### src/rtl/ooo_rob_index_alloc.sv
// ---------------------------------------------------------------------------
// ooo_rob_index_alloc
//
// Reorder-buffer index allocator at the execute end of the dispatch path.
// It owns the ROB index space and hands decode the index for each dispatched
// instruction. It tracks head (oldest), tail (next free) and occupancy,
// retires entries on commit, blocks dispatch behind an in-flight halt, and
// empties on flush.
//
// Ports:
//   CLK, nRST      clock; asynchronous active-low reset
//   alloc_req      decode has a valid instruction that needs an entry
//   alloc_halt     that instruction is a halt (qualified by alloc_req)
//   alloc_gnt      allocation accepted this cycle (combinational)
//   rob_index      index for the current request (the tail pointer)
//   commit_valid   oldest entry retires this cycle
//   head_index     index of the oldest in-flight entry
//   flush          squash every in-flight entry
//   rob_full       occupancy == NUM_ROB_ENTRIES
//   rob_empty      occupancy == 0
//   halt_pending   an allocated halt has not yet retired
//   occupancy      number of in-flight entries
// ---------------------------------------------------------------------------
module ooo_rob_index_alloc #(
  parameter int NUM_ROB_ENTRIES = 16,
  parameter int ROB_IDX_W       = $clog2(NUM_ROB_ENTRIES)
) (
  input  logic                 CLK,
  input  logic                 nRST,
  input  logic                 alloc_req,
  input  logic                 alloc_halt,
  output logic                 alloc_gnt,
  output logic [ROB_IDX_W-1:0] rob_index,
  input  logic                 commit_valid,
  output logic [ROB_IDX_W-1:0] head_index,
  input  logic                 flush,
  output logic                 rob_full,
  output logic                 rob_empty,
  output logic                 halt_pending,
  output logic [ROB_IDX_W:0]   occupancy
);

  localparam int CNT_W = ROB_IDX_W + 1;
  localparam logic [CNT_W-1:0] FULL_COUNT = CNT_W'(NUM_ROB_ENTRIES);
  localparam logic [ROB_IDX_W-1:0] IDX_ONE = {{(ROB_IDX_W-1){1'b0}}, 1'b1};

  logic [ROB_IDX_W-1:0] head_reg, head_next;
  logic [ROB_IDX_W-1:0] tail_reg, tail_next;
  logic [CNT_W-1:0]     count_reg, count_next;
  logic                 halt_pending_reg, halt_pending_next;
  logic [ROB_IDX_W-1:0] halt_idx_reg, halt_idx_next;

  logic alloc_fire;
  logic commit_fire;

  // Status comes from the registered count only, so a commit while full
  // cannot open a slot for an allocation in the same cycle.
  assign rob_full     = (count_reg == FULL_COUNT);
  assign rob_empty    = (count_reg == '0);
  assign occupancy    = count_reg;
  assign rob_index    = tail_reg;
  assign head_index   = head_reg;
  assign halt_pending = halt_pending_reg;

  assign alloc_gnt   = alloc_req & ~rob_full & ~halt_pending_reg & ~flush;
  assign alloc_fire  = alloc_gnt;
  // A commit against an empty ROB is meaningless and is dropped.
  assign commit_fire = commit_valid & ~rob_empty & ~flush;

  always_comb begin
    head_next         = head_reg;
    tail_next         = tail_reg;
    count_next        = count_reg;
    halt_pending_next = halt_pending_reg;
    halt_idx_next     = halt_idx_reg;

    if (flush) begin
      // Restart the index space at the oldest retained point.
      tail_next         = head_reg;
      count_next        = '0;
      halt_pending_next = 1'b0;
    end else begin
      // Power-of-two depth: pointer wrap is the natural adder overflow.
      if (alloc_fire)  tail_next = tail_reg + IDX_ONE;
      if (commit_fire) head_next = head_reg + IDX_ONE;
      count_next = count_reg + {{ROB_IDX_W{1'b0}}, alloc_fire}
                             - {{ROB_IDX_W{1'b0}}, commit_fire};
      // The halt retires when its own entry is committed.
      if (commit_fire && (head_reg == halt_idx_reg)) halt_pending_next = 1'b0;
      // Grants are blocked while a halt is pending, so a set never
      // coincides with the retirement of a live halt.
      if (alloc_fire && alloc_halt) begin
        halt_pending_next = 1'b1;
        halt_idx_next     = tail_reg;
      end
    end
  end

  always_ff @(posedge CLK or negedge nRST) begin
    if (!nRST) begin
      head_reg         <= '0;
      tail_reg         <= '0;
      count_reg        <= '0;
      halt_pending_reg <= 1'b0;
      halt_idx_reg     <= '0;
    end else begin
      head_reg         <= head_next;
      tail_reg         <= tail_next;
      count_reg        <= count_next;
      halt_pending_reg <= halt_pending_next;
      halt_idx_reg     <= halt_idx_next;
    end
  end

endmodule

### config.mk
export PLATFORM = sky130hd
export DESIGN_NAME = ooo_rob_index_alloc
export DESIGN_NICKNAME = d
export VERILOG_FILES = /design/src/rtl/ooo_rob_index_alloc.sv
export SDC_FILE = /design/constraint.sdc
export NUM_CORES = 1
export LEC_CHECK = 0
export CORE_ASPECT_RATIO = 1.25
export CORE_MARGIN = 2
export CORE_UTILIZATION = 44
export CTS_BUF_LIST = sky130_fd_sc_hd__clkbuf_16
export CTS_CLUSTER_DIAMETER = 150
export DETAILED_ROUTE_END_ITERATION = 8
export PLACE_DENSITY_LB_ADDON = 0.3
export SYNTH_ARGS = -nofsm -noshare
export SYNTH_HDL_FRONTEND = slang
export SYNTH_SLANG_ARGS = --single-unit
### constraint.sdc
create_clock -name CLK -period 2.4 [get_ports CLK]
set_input_delay 0.48 -clock CLK [delete_from_list [all_inputs] [get_ports CLK]]
set_output_delay 0.48 -clock CLK [all_outputs]
set_load 0.05 [all_outputs]
==> run metrics, run 1 <==
status=finished clean; Slew Viols, Final=0; warnings from Yosys=0; sort of element at the end of the critical path=register; class of the most critical hold timing path=reg2reg; number of enable flip-flop cells after synthesis=0; largest fanout on the critical path=3; area share of the leading cell type in the synthesized netlist=0.439; net count reported at finish=138; Port Buf Inserts=22; startpoint of the lowest-slack register-to-register path=occupancy[2]; clock tree from TritonCTS=done; Worst Min Path Start=halt_idx_reg[2]; violation count after the first detailed-routing iteration=3; Worst Hold Path EP=halt_idx_reg[2]; number of filler instances in the final layout=177; via count=roughly 800; setup repair after global routing missed its margin=yes; drt pass-1 iters=4; final setup skew=0.00402 ns; list of most frequent post-synthesis cells=18 x dfrtp_1, 9 x inv_1, 9 x xnor2_1; worst hold stages=1; overall global routing resource usage=0.185; Inserted Clock Buffers=3; number of max-capacitance violations reported=0; flip-flop count of the largest register, all copies and words added=5; biggest area contributors in the synthesized netlist=dfrtp_1 44%, ha_1 9.8%, xnor2_1 7.7%, mux2_4 5.9%, inv_1 3.3%; number of global-route vias before repair=820; Horiz. Die Dim=47.2 um; reg-to-reg setup timing slack=roughly 0.010 ns; average detailed-routed wire length per instance=14.4 um; Period minus WS final=2.39 ns; slew of the pin with the lowest slew margin=0.502 ns; synth-to-layout area growth=43.8%; IO Pins=23; overflow left after global routing=0; total standard cell area after synthesis=about 0.0010 mm2; area inside the core boundary=between 0.002 and 0.0025 mm2; worst flop-to-flop path endpoint=occupancy[4]; sequential fraction of the synthesis area=0.439; Chip Height=slightly below 60 um; Final Hold Viols=0; dominant cell by count in the synthesized netlist=dfrtp_1; Site Rows=19; total clock sinks=18; Max Buffers Root-to-Sink=2; antenna diode count=0; htree depth=1; HPWL Detailed=1640 um; most used flip-flop cell after synthesis=dfrtp_1; cell type with the highest aggregate area in the netlist=dfrtp_1; synthesized netlist net count=105; vias per std cell=5.11; crit share post-route=0.996; maximum number of pins on one net before global-route repair=19; starting density of the core=0.464; Worst EP required=~2.6 ns; routability congestion estimate from global placement=between 0.8 and 0.9; Critical Path Start Type=register; accumulated negative setup slack=0 ns; Residual DRC=0; Slew headroom=0.664; area of the die=0.00274 mm2; fraction of final layout cells sized beyond drive strength 1=0.320; antenna violations before repair=0; post-route ant nets=0; clock network latency to the later pin of the worst-skew pair=0.25 ns; Setup Viol. Count Final=0; hold buffers post-CTS=0; number of distinct library cells after synthesis=28; worst reg2reg path depth=13; Post-Syn Area per Cell=roughly 11 um2; cell chosen for the clock root=clkbuf_16; classification of the worst setup path=reg2reg; first-pass GRT wire length=between 3000 and 4000 um; Peak Freq=between 400 and 500 MHz; Cells after Synth=90; Async S/R FF share, synth=1.00; Total Wirelength=2200 um; arrival time reported for the critical path endpoint=2.54 ns; clock transition at the registers of the reported paths=roughly 0.050 ns; Seq cells post-synth=18
[final cells by class]
type                    instances  area (um2)  share of cell area
multi-input cells              62         592               0.401
flip-flops and latches         18         454               0.308
repair buffers                 29         278               0.188
clock buffers                   3        75.1              0.0509
well taps                      31        38.8              0.0263
inverters                       9        33.8              0.0229
clock inverters                 1        3.75             0.00254
[per-stage QoR]
step                utilization  hold slack, ns  worst slack [ns]  instances  cell area (um2)
floorplan                     -           0.184            -0.553         90             1070
global placement          0.626           0.519            -0.146        149             1390
detailed placement        0.626           0.524            -0.250        149             1390
CTS                       0.666           0.538            0.0115        153             1470
global route              0.667           0.556           -0.0692        153             1480
finish                    0.667           0.535            0.0102        153             1480
[repair_timing]
action	CTS	global route
gates resized for setup	2	1
pin swaps	2	0
setup buffers	0	0
endpoints found under the setup margin	1	1
[cells in the final DEF (no fill, tap or decap)]
| master | count |
|---|---|
| ha_2 | 1 |
| o21bai_1 | 1 |
| mux2_2 | 2 |
| dfrtp_1 | 15 |
| buf_12 | 1 |
| xor2_1 | 3 |
| nor3b_2 | 2 |
| nand3_1 | 3 |
| nand4_1 | 1 |
| inv_1 | 6 |
| dfrtp_2 | 3 |
| nor2b_1 | 2 |
| mux2_4 | 4 |
| xnor2_1 | 9 |
| ha_1 | 5 |
| nor4b_4 | 1 |
| a21o_1 | 1 |
| o311ai_0 | 1 |
| nor3_4 | 1 |
| buf_4 | 9 |
| fa_2 | 1 |
| nand2_2 | 1 |
| nor2_1 | 3 |
| mux2i_1 | 1 |
| and4bb_4 | 1 |
| a21oi_2 | 2 |
| ha_4 | 2 |
| o21ai_0 | 3 |
| clkbuf_16 | 3 |
| nor2b_2 | 1 |
| nor3_1 | 2 |
| nand2b_1 | 1 |
| inv_2 | 4 |
| nor3b_1 | 1 |
| clkdlybuf4s50_1 | 19 |
| nand2_1 | 6 |
[worst max-delay path, cell delays in order (launching register included)]
cell and delay (ns):
dfrtp_2 0.38, inv_2 0.06, ha_4 0.15, nor4b_4 0.13, nor3b_2 0.20, ha_2 0.31, inv_2 0.06, ha_4 0.12
inv_2 0.03, fa_2 0.33, nor2b_2 0.14, o21bai_1 0.10, nand3_1 0.09, nor3b_2 0.19
[per-layer routing]
layer	global-route usage	vias to the layer above	routed length [um]
met5	0	-	0
met4	0.0635	0	51
met3	0.0280	6	78
met2	0.278	23	1070
met1	0.270	384	996
li1	-	369	-
[cells by family after synthesis]
kind of cell             after synthesis  share of synthesized area
adder cells (fa/ha/maj)                9                      0.117
buffers and inverters                 10                     0.0366
AO/OA/AOI/OAI                          8                     0.0476
flip-flops                            18                      0.439
AND/OR/NAND/NOR                       26                      0.167
multiplexers                           7                     0.0902
XOR/XNOR                              12                      0.102
[worst max path at each step]
stage / start / to / cells after the start
after detailed placement: commit_valid / occupancy[4] / 11
final: occupancy[2] / occupancy[4] / 13
after global routing: occupancy[2] / occupancy[4] / 13
after CTS: occupancy[2] / occupancy[4] / 13
after floorplan: occupancy[2] / occupancy[4] / 13
after global placement: commit_valid / occupancy[4] / 11
Power of run 1 is left out: the tool's default activity adds up to more than one toggle a clock period on the data nets, which glitch-free logic cannot reach.
==> inputs of run 2 (changes only) <==
CTS_CLUSTER_SIZE = 28   (was default)
==> results of run 2 <==
No change in the layout: final DEF, timing and power equal those of run 1.
Power of run 2 is left out for the same reason.
